$ cat config.mk
export PLATFORM = sky130hd
export DESIGN_NAME = acc_x_adapter
export DESIGN_NICKNAME = d
export VERILOG_FILES = /design/src/rtl/acc_pkg.sv /design/src/rtl/acc_x_scoreboard.sv /design/src/rtl/acc_x_adapter.sv
export SDC_FILE = /design/constraint.sdc
export NUM_CORES = 1
export LEC_CHECK = 0
export ABC_AREA = 1
export BUFFER_PORTS_ARGS = -buffer_cell sky130_fd_sc_hd__clkbuf_2
export CORE_AREA = 2 2 181 183
export DETAILED_ROUTE_END_ITERATION = 6
export DIE_AREA = 0 0 183 185
export SYNTH_ARGS = -nofsm -noshare
export SYNTH_HDL_FRONTEND = slang
export SYNTH_SLANG_ARGS = --single-unit
$ cat constraint.sdc
create_clock -name clk_i -period 1.1 [get_ports clk_i]
set_input_delay 0.11 -clock clk_i [delete_from_list [all_inputs] [get_ports clk_i]]
set_output_delay 0.11 -clock clk_i [all_outputs]
set_load 0.005 [all_outputs]
$ cat src/rtl/acc_pkg.sv
// Shared types and constants for the accelerator X-interface adapter.
// Holds the scoreboard issue/response payloads, the register-field positions
// of the offloaded instruction, and small field-extraction helpers.
package acc_pkg;

    localparam int unsigned InstrW   = 32;
    localparam int unsigned RegAddrW = 5;
    localparam int unsigned NumRegs  = 32;

    // Bit positions of register fields inside the offloaded instruction
    localparam int unsigned RdLsb  = 7;
    localparam int unsigned Rs1Lsb = 15;
    localparam int unsigned Rs2Lsb = 20;
    localparam int unsigned Rs3Lsb = 27;

    // Issue-side request: destination and which halves of the pair get written
    typedef struct packed {
        logic [RegAddrW-1:0] rd;
        logic [1:0]          writeback;
    } acc_issue_t;

    // Response-side completion: destination and dual-writeback flag
    typedef struct packed {
        logic [RegAddrW-1:0] rd;
        logic                dual;
    } acc_rsp_t;

    function automatic logic [RegAddrW-1:0] reg_field(input logic [InstrW-1:0] instr,
                                                      input int unsigned lsb);
        return instr[lsb +: RegAddrW];
    endfunction

    // Odd partner register of a dual writeback (rd | 1)
    function automatic logic [RegAddrW-1:0] pair_reg(input logic [RegAddrW-1:0] rd);
        return {rd[RegAddrW-1:1], 1'b1};
    endfunction

endpackage

$ cat src/rtl/acc_x_scoreboard.sv
// Pending-writeback scoreboard for the X adapter.
// Ports: clk_i/rst_ni; set_valid_i/set_i mark destinations of an issued
// instruction; clr_valid_i/clr_i release destinations on response handshake;
// instr_i/use_rs_i/writeback_i describe the candidate instruction and
// hazard_o flags a conflict against the registered pending set.
module acc_x_scoreboard
    import acc_pkg::*;
(
    input  logic              clk_i,
    input  logic              rst_ni,
    input  logic              set_valid_i,
    input  acc_issue_t        set_i,
    input  logic              clr_valid_i,
    input  acc_rsp_t          clr_i,
    input  logic [InstrW-1:0] instr_i,
    input  logic [2:0]        use_rs_i,
    input  logic [1:0]        writeback_i,
    output logic              hazard_o
);

    logic [NumRegs-1:0] pending_q;
    logic [NumRegs-1:0] pending_d;

    // Clear first, then set, so both land when they hit different registers
    always_comb begin
        pending_d = pending_q;
        if (clr_valid_i) begin
            pending_d[clr_i.rd] = 1'b0;
            if (clr_i.dual) begin
                pending_d[pair_reg(clr_i.rd)] = 1'b0;
            end
        end
        if (set_valid_i) begin
            if (set_i.writeback[0]) begin
                pending_d[set_i.rd] = 1'b1;
            end
            if (set_i.writeback[1]) begin
                pending_d[pair_reg(set_i.rd)] = 1'b1;
            end
        end
        pending_d[0] = 1'b0;
    end

    always_ff @(posedge clk_i or negedge rst_ni) begin
        if (!rst_ni) begin
            pending_q <= '0;
        end else begin
            pending_q <= pending_d;
        end
    end

    // Hazard looks only at registered state: a clear is seen one cycle later
    always_comb begin
        hazard_o = (use_rs_i[0]    && pending_q[reg_field(instr_i, Rs1Lsb)])
                || (use_rs_i[1]    && pending_q[reg_field(instr_i, Rs2Lsb)])
                || (use_rs_i[2]    && pending_q[reg_field(instr_i, Rs3Lsb)])
                || (writeback_i[0] && pending_q[reg_field(instr_i, RdLsb)])
                || (writeback_i[1] && pending_q[pair_reg(reg_field(instr_i, RdLsb))]);
    end

endmodule

$ cat src/rtl/acc_x_adapter.sv
// X-interface to C-bus adapter for an offloaded accelerator.
// Ports: clk_i/rst_ni; x_q_* offload request in, x_k_* accept/writeback
// info, x_p_* response out; prd_* predecoder query; c_q_* C-bus request out
// (single held entry), c_p_* C-bus response in (passed straight to x_p_*).
// Build option: define ACC_X_ADAPTER_HAZARD_EN to enable the pending-register
// scoreboard and hazard stall; otherwise no scoreboard is built.
module acc_x_adapter
    import acc_pkg::*;
#(
    parameter int unsigned DataWidth = 32,
    parameter int unsigned AddrWidth = 2,
    parameter int unsigned IdWidth   = 4,
    parameter int unsigned AccAddr   = 0
) (
    input  logic                 clk_i,
    input  logic                 rst_ni,
    input  logic [31:0]          x_q_instr_data,
    input  logic [DataWidth-1:0] x_q_rs1,
    input  logic [DataWidth-1:0] x_q_rs2,
    input  logic [DataWidth-1:0] x_q_rs3,
    input  logic [2:0]           x_q_rs_valid,
    input  logic                 x_q_valid,
    output logic                 x_q_ready,
    output logic                 x_k_accept,
    output logic [1:0]           x_k_writeback,
    output logic [DataWidth-1:0] x_p_data0,
    output logic [DataWidth-1:0] x_p_data1,
    output logic                 x_p_dual_writeback,
    output logic                 x_p_error,
    output logic [4:0]           x_p_rd,
    output logic                 x_p_valid,
    input  logic                 x_p_ready,
    output logic [31:0]          prd_q_instr_data,
    input  logic                 prd_p_accept,
    input  logic [1:0]           prd_p_writeback,
    input  logic [2:0]           prd_p_use_rs,
    output logic [AddrWidth-1:0] c_q_addr,
    output logic [31:0]          c_q_data_op,
    output logic [DataWidth-1:0] c_q_data_arga,
    output logic [DataWidth-1:0] c_q_data_argb,
    output logic [DataWidth-1:0] c_q_data_argc,
    output logic [IdWidth-1:0]   c_q_id,
    output logic                 c_q_valid,
    input  logic                 c_q_ready,
    input  logic [DataWidth-1:0] c_p_data0,
    input  logic [DataWidth-1:0] c_p_data1,
    input  logic                 c_p_dual_writeback,
    input  logic                 c_p_error,
    input  logic [IdWidth-1:0]   c_p_id,
    input  logic [4:0]           c_p_rd,
    input  logic                 c_p_valid,
    output logic                 c_p_ready
);

    logic                 c_q_valid_q, c_q_valid_d;
    logic [31:0]          op_q, op_d;
    logic [DataWidth-1:0] arga_q, arga_d, argb_q, argb_d, argc_q, argc_d;
    logic [IdWidth-1:0]   id_q, id_d;
    logic [IdWidth-1:0]   id_cnt_q, id_cnt_d;

    logic hazard_c;
    logic ops_ok_c;
    logic reg_free_c;
    logic take_c;
    logic unused_c_p_id;

    // Predecoder passthrough and response passthrough (ID not forwarded)
    assign prd_q_instr_data   = x_q_instr_data;
    assign x_k_accept         = prd_p_accept;
    assign x_k_writeback      = prd_p_writeback;
    assign x_p_data0          = c_p_data0;
    assign x_p_data1          = c_p_data1;
    assign x_p_dual_writeback = c_p_dual_writeback;
    assign x_p_error          = c_p_error;
    assign x_p_rd             = c_p_rd;
    assign x_p_valid          = c_p_valid;
    assign c_p_ready          = x_p_ready;
    assign unused_c_p_id      = ^c_p_id;

`ifdef ACC_X_ADAPTER_HAZARD_EN
    acc_issue_t issue_c;
    acc_rsp_t   rsp_c;

    always_comb begin
        issue_c.rd        = reg_field(x_q_instr_data, RdLsb);
        issue_c.writeback = prd_p_writeback;
        rsp_c.rd          = c_p_rd;
        rsp_c.dual        = c_p_dual_writeback;
    end

    acc_x_scoreboard u_scoreboard (
        .clk_i       (clk_i),
        .rst_ni      (rst_ni),
        .set_valid_i (take_c),
        .set_i       (issue_c),
        .clr_valid_i (c_p_valid && x_p_ready),
        .clr_i       (rsp_c),
        .instr_i     (x_q_instr_data),
        .use_rs_i    (prd_p_use_rs),
        .writeback_i (prd_p_writeback),
        .hazard_o    (hazard_c)
    );
`else
    assign hazard_c = 1'b0;
`endif

    // Rejected instructions are consumed at once; accepted ones wait for
    // operands, a free (or draining) output slot and a clean scoreboard
    always_comb begin
        ops_ok_c   = &(~prd_p_use_rs | x_q_rs_valid);
        reg_free_c = !c_q_valid_q || c_q_ready;
        x_q_ready  = !prd_p_accept || (ops_ok_c && reg_free_c && !hazard_c);
        take_c     = x_q_valid && prd_p_accept && x_q_ready;
    end

    // Single-entry request holding register plus issue ID counter
    always_comb begin
        c_q_valid_d = c_q_valid_q;
        op_d        = op_q;
        arga_d      = arga_q;
        argb_d      = argb_q;
        argc_d      = argc_q;
        id_d        = id_q;
        id_cnt_d    = id_cnt_q;
        if (take_c) begin
            c_q_valid_d = 1'b1;
            op_d        = x_q_instr_data;
            arga_d      = x_q_rs1;
            argb_d      = x_q_rs2;
            argc_d      = x_q_rs3;
            id_d        = id_cnt_q;
            id_cnt_d    = id_cnt_q + IdWidth'(1);
        end else if (c_q_ready) begin
            c_q_valid_d = 1'b0;
        end
    end

    always_ff @(posedge clk_i or negedge rst_ni) begin
        if (!rst_ni) begin
            c_q_valid_q <= 1'b0;
            op_q        <= '0;
            arga_q      <= '0;
            argb_q      <= '0;
            argc_q      <= '0;
            id_q        <= '0;
            id_cnt_q    <= '0;
        end else begin
            c_q_valid_q <= c_q_valid_d;
            op_q        <= op_d;
            arga_q      <= arga_d;
            argb_q      <= argb_d;
            argc_q      <= argc_d;
            id_q        <= id_d;
            id_cnt_q    <= id_cnt_d;
        end
    end

    assign c_q_valid     = c_q_valid_q;
    assign c_q_data_op   = op_q;
    assign c_q_data_arga = arga_q;
    assign c_q_data_argb = argb_q;
    assign c_q_data_argc = argc_q;
    assign c_q_id        = id_q;
    assign c_q_addr      = AddrWidth'(AccAddr);

endmodule

---- Yosys cells after proc, flatten, opt, wreduce, memory -nomap -nowiden ----
Cells that the tools add are included.
Widths: inputs -> output; s select.
word-level totals
  bits in registers ....................... 137
  logic and storage cells ................. 21
cells by class
  add/subtract/negate cells ............... 1
  muxes and demuxes ....................... 2
  bitwise gates (word level) .............. 2
  reduce and logical (&&, ||, !) cells .... 9
operators by type and width
  cell                 number
  $add 4x1->4 const B  1
  $logic_and 1x1->1    3
  $not 3->3            1
  $or 3x3->3           1
  $reduce_and 3->1     1
  $logic_not 1->1      2
  $logic_or 1x1->1     2
  $mux 1               2
  $reduce_bool 2->1    1

---- Longest topological paths before layout ----
Gate-level depths: netlist of the first run.
  word-level depth ........................ 7
  mapped depth ............................ 9
  depth with buffers taken out ............ 7

---- Least setup slack after synthesis of the first run ----
Ideal clock, no wire load.
  path type ............................... register -> register
  start ................................... register c_q_valid_q, in the netlist c_q_valid
  end ..................................... register arga_q[15], in the netlist c_q_data_arga[15]
  data arrival time ....................... 1108 ps
  slack ................................... -125 ps
  cell stages (with the launch flop) ...... 9
  buffers on the path ..................... 2
  period minus slack after synthesis ...... 1225 ps
  cell sequence ........................... dfrtp_1 nand2_1 nand2_1 nor2_2 nand2_1 buf_2 buf_4 nand2_1 nand2_1
on the way
  longest elaborated chain between the ends .. 5
RTL lines
  element                   line                  RTL
  start: declaration        acc_x_adapter.sv:55   logic c_q_valid_q, c_q_valid_d;
  start signal: assignment  acc_x_adapter.sv:148  c_q_valid_q <= c_q_valid_d;
  $logic_not 1->1           acc_x_adapter.sv:111  reg_free_c = !c_q_valid_q || c_q_ready;
  $logic_or 1x1->1          acc_x_adapter.sv:111
  $logic_and 1x1->1         acc_x_adapter.sv:112  x_q_ready = !prd_p_accept || (ops_ok_c && reg_free_c && !hazard_c);
  $logic_or 1x1->1          acc_x_adapter.sv:112
  $logic_and 1x1->1         acc_x_adapter.sv:113  take_c = x_q_valid && prd_p_accept && x_q_ready;
  end signal: assignment    acc_x_adapter.sv:150  arga_q <= arga_d;
  end: declaration          acc_x_adapter.sv:57   logic [DataWidth-1:0] arga_q, arga_d, argb_q, argb_d, argc_q, argc_d;
No other way between the ends.
A chain may end at the register's enable or synchronous reset.

---- Worst setup path in the final report of the first run ----
  start ................................... register c_q_valid_q, in the netlist c_q_valid
  end ..................................... register op_q[2], in the netlist c_q_data_op[2]
on the way
  longest elaborated chain between the ends .. 5
RTL lines
  element                 line                  RTL
  $logic_not 1->1         acc_x_adapter.sv:111
  $logic_or 1x1->1        acc_x_adapter.sv:111
  $logic_and 1x1->1       acc_x_adapter.sv:112
  $logic_or 1x1->1        acc_x_adapter.sv:112
  $logic_and 1x1->1       acc_x_adapter.sv:113
  end signal: assignment  acc_x_adapter.sv:149  op_q <= op_d;
  end: declaration        acc_x_adapter.sv:56   logic [31:0] op_q, op_d;
No other way between the ends.

==> metrics.md, run 1 <==
| Metric | Value |
|---|---|
| Maximum frequency from static timing analysis | `692 MHz` |
| Nature of the critical path startpoint | `flop` |
| Cts bufs inserted | `17` |
| Final cell utilization of the core | `33.8%` |
| Share of the yosys chip area belonging to registers | `51.5%` |
| Final Cycle Share | `131%` |
| Chip height | `185 um` |
| Arrival time at the worst endpoint | `1780 ps` |
| Clock H-tree levels | `4` |
| Iteration-0 DRC count of the detailed router | `170` |
| Finished Layout Cells | `1,523` |
| Initial DRT Pass Iterations | `5` |
| Root Buffer | `sky130_fd_sc_hd__clkbuf_16` |
| # port buffers | `305` |
| Maximum number of pins on one net before global-route repair | `62` |
| Vias in the first global route | `6,180` |
| Post-CTS clock slew at the launch and capture registers of the worst setup and hold paths | `70 ps` |
| Worst IR Drop VDD | `1.01 mV` |
| Ratio of cells with drive above 1 in the final layout | `47.9%` |
| Area growth syn-to-layout | `62.6%` |
| Critical path class | `flop to flop` |
| Dpl cells | `1,315` |
| CTS tree | `built` |
| Nature of the critical path endpoint | `flop` |
| Critical path required time | `1430 ps` |
| Final count of pins violating max slew | `0` |
| Clock tree buffer depth | `2` |
| Global-route total usage across every layer | `12.7%` |
| Post-detailed-route via-to-cell ratio | `4.15` |
| WHS | `136 ps` |
| Vias after detailed routing | `6,313` |
| Largest cells by area after synthesis | `sky130_fd_sc_hd__dfrtp_1, sky130_fd_sc_hd__nand2_1, sky130_fd_sc_hd__buf_4, sky130_fd_sc_hd__nand3_1, sky130_fd_sc_hd__nand3_2` |
| DRC violation count after routing | `0` |
| Static leakage | `5.73 nW` |
| Count of final hold-check violations | `0` |
| Total number of yosys warnings | `0` |
| Clock tree skew after final layout | `9.18 ps` |
| GRT met3 Usage | `3.95%` |
| Max Fanout on Critical Path | `8` |
| Global-route wire length before repair | `33.1 mm` |
| Core region area | `0.0320 mm^2` |
| Final Wtd Congestion | `0.771` |
| Synth top area share | `51.5%` |
| Minimum period implied by the final worst setup slack | `1440 ps` |
| Power Total | `17.6 mW` |
| Power density relative to cell area | `1630 mW/mm^2` |
| Number of violations of the max-capacitance limit | `0` |
| WL final | `23.1 mm` |
| Number of routed nets with antenna violations | `0` |
| Netlist area before placement | `0.00666 mm^2` |
| Final-report setup violation count | `138` |
| PnR worst setup slack | `-344 ps` |
| Grt met2 use | `22.1%` |
| Violations in the final reports | `negative setup slack` |
| Busiest metal layer after global routing | `met2` |
| Avg Synthesized Cell Area | `9.19 um^2` |
| Distinct cells, synth | `18` |
| Flop and latch count out of synthesis | `137` |
| Ports placed on the boundary | `462` |
| Chip Width | `183 um` |
| Outcome | `finished, violations left` |
| Kind of path behind the tightest hold check | `input port to async pin` |
| Area of the die | `0.0339 mm^2` |
| Clock latency on the worst-skew pair | `430 ps` |
| Net count reported at finish | `1,322` |
| Starting density of the core | `20.8%` |
| Sinks on Clock Net | `137` |
| Gate Count Post-Synth | `725` |
| Wire length per cell | `15.2 um` |
| Total number of placement rows | `66` |
| Area leader, netlist | `sky130_fd_sc_hd__dfrtp_1` |
| Unrepaired setup endpoints after global routing | `true` |
| Final HPWL DP | `13.7 mm` |
| Aggregate global routing overflow | `0` |
| GR met1 Demand/Resource | `13.7%` |
| Antenna violations before repair | `1` |
## sequential cells by signal (all words and copies together) (netlist names)
signal	flops
c_q_id	4
c_q_data_argc	32
c_q_data_arga	32
c_q_valid	1
id_cnt_q	4
c_q_data_op	32
c_q_data_argb	32
## metrics by stage
| step | instance area, um^2 | TNS [ps] | setup slack, ps |
|---|---|---|---|
| final | 10800 | -41520 | -344 |
| after global routing | 10800 | -53890 | -429 |
| after CTS | 10200 | -40560 | -323 |
| after detailed placement | 7890 | -38510 | -309 |
| after global placement | 7890 | -30290 | -234 |
| after floorplan | 6670 | -13560 | -114 |
## cell type report
| cell class | count | area, um^2 |
|---|---|---|
| diodes | 1 | 2.50 |
| clock buffers | 18 | 429 |
| clock inverters | 12 | 154 |
| fillers | 3218 | 21200 |
| inverters | 7 | 31.3 |
| multi-input cells | 428 | 2330 |
| flip-flops and latches | 137 | 3430 |
| well taps | 408 | 510 |
| repair buffers | 512 | 3940 |
## repair_timing
item,CTS,global route
setup buffers,5,29
hold endpoints to repair,265,0
resized for setup,37,92
setup endpoints to repair,142,183
hold buffers,129,0
cloned,10,5
pin swaps,1,2
## power by group
group	internal [mW]	switching, mW
logic	2.57	2.21
clock network	3.54	2.37
registers	6.16	0.795
total	12.3	5.37
## final timing paths
kind                                                     from                       endpoint  slack [ps]  depth (start not counted)
worst min-delay path                                   rst_ni          c_q_id[3]$_DFFE_PN0P_         140                          2
worst min register to register  c_q_data_argc[12]$_DFFE_PN0P_  c_q_data_argc[12]$_DFFE_PN0P_         470                          2
max in group asynchronous                              rst_ni   c_q_data_argb[2]$_DFFE_PN0P_         430                          3
worst max-delay path                    c_q_valid$_DFFE_PN0P_     c_q_data_op[2]$_DFFE_PN0P_        -340                          9
min in group clk_i                                  c_q_ready          c_q_valid$_DFFE_PN0P_         160                          6
worst max register to register          c_q_valid$_DFFE_PN0P_     c_q_data_op[2]$_DFFE_PN0P_        -340                          9
## critical path, stage by stage, from the launching register on
cell	delay, ps
sky130_fd_sc_hd__dfrtp_1	400
sky130_fd_sc_hd__nand2_2	110
sky130_fd_sc_hd__nand2_4	60
sky130_fd_sc_hd__nor2_4	130
sky130_fd_sc_hd__buf_12	150
sky130_fd_sc_hd__nand2_8	80
sky130_fd_sc_hd__buf_12	150
sky130_fd_sc_hd__clkbuf_16	160
sky130_fd_sc_hd__nand2_2	60
sky130_fd_sc_hd__nand2_1	40
## cell families (layout without fill, tap and decap cells)
| kind of cell | count (synthesis) | count (layout) | synth area share, % |
|---|---|---|---|
| other | 1 | 3 | 0.0563 |
| buffers and inverters | 162 | 549 | 18.6 |
| xor gates and xnor gates | 1 | 1 | 0.132 |
| DFF | 137 | 137 | 51.5 |
| and+or+nand+nor | 422 | 423 | 29.4 |
| AOI/OAI and AO/OA | 1 | 1 | 0.0751 |
| adders and majority gates | 1 | 1 | 0.188 |
## placed cells by master (no fill, tap or decap), types with 3 or more instances in the layout
| cell type | synthesis | final |
|---|---|---|
| sky130_fd_sc_hd__buf_12 | 5 | 14 |
| sky130_fd_sc_hd__buf_4 | 117 | 45 |
| sky130_fd_sc_hd__nand2_1 | 283 | 205 |
| sky130_fd_sc_hd__nand2_2 | 0 | 57 |
| sky130_fd_sc_hd__nand3_2 | 40 | 41 |
| sky130_fd_sc_hd__buf_16 | 0 | 10 |
| sky130_fd_sc_hd__dlygate4sd3_1 | 0 | 129 |
| sky130_fd_sc_hd__clkinv_4 | 0 | 5 |
| sky130_fd_sc_hd__buf_6 | 13 | 5 |
| sky130_fd_sc_hd__clkbuf_2 | 0 | 300 |
| sky130_fd_sc_hd__nand2_4 | 0 | 20 |
| sky130_fd_sc_hd__dfrtp_1 | 137 | 137 |
| sky130_fd_sc_hd__nand3_1 | 97 | 96 |
| sky130_fd_sc_hd__clkinv_2 | 0 | 4 |
| sky130_fd_sc_hd__inv_1 | 6 | 6 |
| sky130_fd_sc_hd__bufinv_16 | 0 | 3 |
| sky130_fd_sc_hd__clkbuf_16 | 0 | 21 |
## cell usage after synthesis
cell type,number
sky130_fd_sc_hd__xor2_1,1
sky130_fd_sc_hd__nand4_1,1
sky130_fd_sc_hd__o21ai_0,1
sky130_fd_sc_hd__clkbuf_1,3
sky130_fd_sc_hd__ha_1,1
sky130_fd_sc_hd__inv_2,1
sky130_fd_sc_hd__buf_1,5
sky130_fd_sc_hd__nor2_2,1
sky130_fd_sc_hd__nand3_1,97
sky130_fd_sc_hd__buf_4,117
sky130_fd_sc_hd__dfrtp_1,137
sky130_fd_sc_hd__buf_12,5
sky130_fd_sc_hd__buf_6,13
sky130_fd_sc_hd__inv_1,6
sky130_fd_sc_hd__nand3_2,40
sky130_fd_sc_hd__nand2_1,283
sky130_fd_sc_hd__buf_2,12
sky130_fd_sc_hd__conb_1,1
## metal layers
metal | part of all wire [%] | wire [um]
met5 | 0 | 0
met4 | 3.8 | 881
met3 | 5.7 | 1330
met2 | 51 | 11800
met1 | 39 | 9070
Power figures use the tool's default switching activity.
==> run 2: changes to the inputs <==
CORE_AREA = 2 2 178 180   (was 2 2 181 183)
DIE_AREA = 0 0 180 182   (was 0 0 183 185)
clock period = 1.5 ns   (was 1.1 ns; I/O delays follow)
==> run 2 against run 1 <==
The flow now finishes without violations. Count of clock-buffer cells in the layout up 3. Largest power group unchanged. Clock skew up 1.6 ps. Sequential share of layout area up 3.1 points. Final area down 9.0%. Sequential power down 28%. Via count down 4.9%. Non-clock buffer count down 49. Register-to-register slack better by 450 ps. First-iteration DRC count up 54%.
==> metrics.md, run 2 (same netlist as run 1, synthesis figures left out) <==
| Metric | Value |
|---|---|
| Post-detailed-route via-to-cell ratio | `4.09 (was 4.15)` |
| Max Fanout on Critical Path | `2 (was 8)` |
| Ratio of cells with drive above 1 in the final layout | `38.6% (was 47.9%)` |
| # port buffers | `305 (unchanged)` |
| Clock tree buffer depth | `2 (unchanged)` |
| Antenna violations before repair | `0 (was 1)` |
| Final HPWL DP | `13.5 mm (was 13.7 mm)` |
| DRC violation count after routing | `0 (unchanged)` |
| Starting density of the core | `21.5% (was 20.8%)` |
| Total area of multi-input combinational cells | `0.00202 mm^2 (was 0.00233 mm^2)` |
| Total number of placement rows | `65 (was 66)` |
| Static leakage | `5.32 nW (was 5.73 nW)` |
| Global-route total usage across every layer | `12.7% (about the same)` |
| Core region area | `0.0310 mm^2 (was 0.0320 mm^2)` |
| Switching power total | `3.60 mW (was 5.37 mW)` |
| Clock tree skew after final layout | `10.8 ps (was 9.18 ps)` |
| WL final | `21.3 mm (was 23.1 mm)` |
| Sinks on Clock Net | `137 (unchanged)` |
| Chip Width | `180 um (was 183 um)` |
| Wire length per cell | `14.5 um (was 15.2 um)` |
| Arrival time at the worst endpoint | `1270 ps (was 1780 ps)` |
| Post-CTS clock slew at the launch and capture registers of the worst setup and hold paths | `60 ps (was 70 ps)` |
| Area growth syn-to-layout | `48.0% (was 62.6%)` |
| Proportion of power drawn by combinational gates | `23.8% (was 27.1%)` |
| CTS tree | `built (unchanged)` |
| Ports placed on the boundary | `462 (unchanged)` |
| Net switching share of the total power | `29.8% (was 30.5%)` |
| Area of the die | `0.0328 mm^2 (was 0.0339 mm^2)` |
| Iteration-0 DRC count of the detailed router | `261 (was 170)` |
| Clock latency on the worst-skew pair | `420 ps (was 430 ps)` |
| Critical path class | `input port to output port (was flop to flop)` |
| Net count reported at finish | `1,272 (was 1,322)` |
| Final Cycle Share | `94.4%` |
| Kind of path behind the tightest hold check | `input port to flop (was input port to async pin)` |
| Cell Int Power | `8.48 mW (was 12.3 mW)` |
| Register-to-Register Path Depth | `8 (was 9)` |
| Clock H-tree levels | `4 (unchanged)` |
| Aggregate global routing overflow | `0 (unchanged)` |
| Nature of the critical path startpoint | `input port (was flop)` |
| Nature of the critical path endpoint | `output port (was flop)` |
| Pre-CTS worst setup slack | `88.5 ps (was -309 ps)` |
| Sequential cell area | `0.00343 mm^2 (unchanged)` |
| Root Buffer | `sky130_fd_sc_hd__clkbuf_16 (unchanged)` |
| Register-to-register setup slack | `110 ps (was -340 ps)` |
| Count of final hold-check violations | `0 (unchanged)` |
| Setup_tns | `0 ps (was -41,520 ps)` |
| Worst IR Drop VDD | `0.636 mV (was 1.01 mV)` |
| Cells traversed along the worst timing path | `dlygate4sd3_1 > clkbuf_2 > inv_1 > nand2_2 > nand2_2 > o21ai_2 > clkbuf_2 (was nand2_2 > nand2_4 > nor2_4 > buf_12 > nand2_8 > buf_12 > clkbuf_16 > nand2_2 > nand2_1)` |
| Part of the power in the clock network | `34.7% (was 33.5%)` |
| Global-route wire length before repair | `33.1 mm (about the same)` |
| Antenna Diode Count | `0 (was 1)` |
| PnR worst setup slack | `84.0 ps (was -344 ps)` |
| Instance area at placement | `0.00782 mm^2 (was 0.00789 mm^2)` |
| Fraction of power consumed by sequential logic | `41.4% (was 39.4%)` |
| Number of violations of the max-capacitance limit | `0 (unchanged)` |
| Cts bufs inserted | `17 (unchanged)` |
| Capture endpoint of the worst hold path | `c_q_data_argc[6]$_DFFE_PN0P_` |
| Reg-to-Reg End | `c_q_data_argc[25]$_DFFE_PN0P_ (was c_q_data_op[2]$_DFFE_PN0P_)` |
| Maximum frequency from static timing analysis | `706 MHz` |
| Commonest cells after routing, fill and taps aside | `sky130_fd_sc_hd__clkbuf_2, sky130_fd_sc_hd__nand2_1, sky130_fd_sc_hd__dfrtp_1 (unchanged)` |
| Library cell contributing the largest single delay on the critical path | `sky130_fd_sc_hd__dlygate4sd3_1 (was sky130_fd_sc_hd__dfrtp_1)` |
| Number of routed nets with antenna violations | `0 (unchanged)` |
| Final-report setup violation count | `0 (was 138)` |
| Post-Layout Inst Area | `0.00986 mm^2 (was 0.0108 mm^2)` |
| Chip height | `182 um (was 185 um)` |
| Final count of pins violating max slew | `0 (unchanged)` |
| Final Wtd Congestion | `0.788 (was 0.771)` |
| Maximum number of pins on one net before global-route repair | `59 (was 62)` |
| Initial DRT Pass Iterations | `5 (unchanged)` |
| Power density relative to cell area | `1230 mW/mm^2 (was 1630 mW/mm^2)` |
| Fill count | `3,183 (was 3,218)` |
| Outcome | `finished, final reports clean (was finished, violations left)` |
| Worst Min Path Start | `x_q_rs3[6]` |
| Critical path required time | `1350 ps (was 1430 ps)` |
| Most common library cell in the layout ignoring fill and taps | `sky130_fd_sc_hd__clkbuf_2 (unchanged)` |
| Number of cells traversed by the worst hold path | `3` |
| Vias in the first global route | `6,274 (was 6,180)` |
| Reg2Reg Launch Point | `c_q_valid$_DFFE_PN0P_ (unchanged)` |
| Minimum period implied by the final worst setup slack | `1420 ps` |
| Vias after detailed routing | `6,004 (was 6,313)` |
| Worst path max stage delay | `530 ps (was 400 ps)` |
## run 2: layer usage
layer	GRT usage [%]	part of all wire (%)	wire, um
met4	6.60	3.1	665
met1	14.7	41	8710
met3	3.41	5.8	1250
met5	0	0	0
met2	21.5	50	10700
## run 2: area by class of cell
cell class                      count  area share, %
Sequential cell                   137           34.8
Timing Repair Buffer              463           33.5
Multi-Input combinational cell    427           20.4
Tap cell                          402           5.10
Clock buffer                       21           4.67
Clock inverter                     11           1.24
Inverter                            7          0.292
## run 2: power by group through the flow
stage	clock, mW	sequential (mW)	combinational, mW
finish	4.20	5.01	2.88
global route	4.52	5.12	3.23
CTS	4.37	5.00	2.80
detailed placement	0	5.05	2.54
global placement	0	5.02	2.50
floorplan	0	5.08	1.24
## run 2: stage by stage
stage / hold slack (ps) / power, mW / utilization [%] / std cells
2_1_floorplan: -146 / 6.32 / - / 726
3_3_place_gp: 80.7 / 7.53 / 25.2 / 1300
3_5_place_dp: 86.1 / 7.59 / 25.2 / 1300
4_1_cts: 3.09 / 12.2 / 31.2 / 1460
5_1_grt: 22.7 / 12.9 / 31.8 / 1468
6_report: 22.0 / 12.1 / 31.8 / 1468
## run 2: what timing repair did
| action | 4_1_cts | 5_1_grt |
|---|---|---|
| endpoints found under the setup margin | 1 | 120 |
| hold buffers | 128 | 0 |
| pin swaps | 0 | 1 |
| cloned | 0 | 5 |
| buffers inserted | 0 | 3 |
| endpoints found under the hold margin | 236 | 0 |
| resized for setup | 2 | 6 |
## run 2: critical path, delay by kind of cell
family                 cells  cell delay [ps]
AND/OR/NAND/NOR            2              140
buffers and inverters      4              810
AO/OA/AOI/OAI              1              160
## run 2: worst max-delay path by stage
stage,startpoint,end,slack [ps],cells after the start
global route,c_q_valid$_DFFE_PN0P_,id_cnt_q[0]$_DFFE_PN0P_,-0.5,8
floorplan,c_q_valid$_DFFE_PN0P_,c_q_data_arga[15]$_DFFE_PN0P_,280,8
finish,c_q_ready,x_q_ready,80,7
detailed placement,c_q_valid$_DFFE_PN0P_,c_q_data_argb[5]$_DFFE_PN0P_,90,7
global placement,c_q_valid$_DFFE_PN0P_,c_q_data_op[21]$_DFFE_PN0P_,110,7
CTS,c_q_valid$_DFFE_PN0P_,x_q_ready,30,4
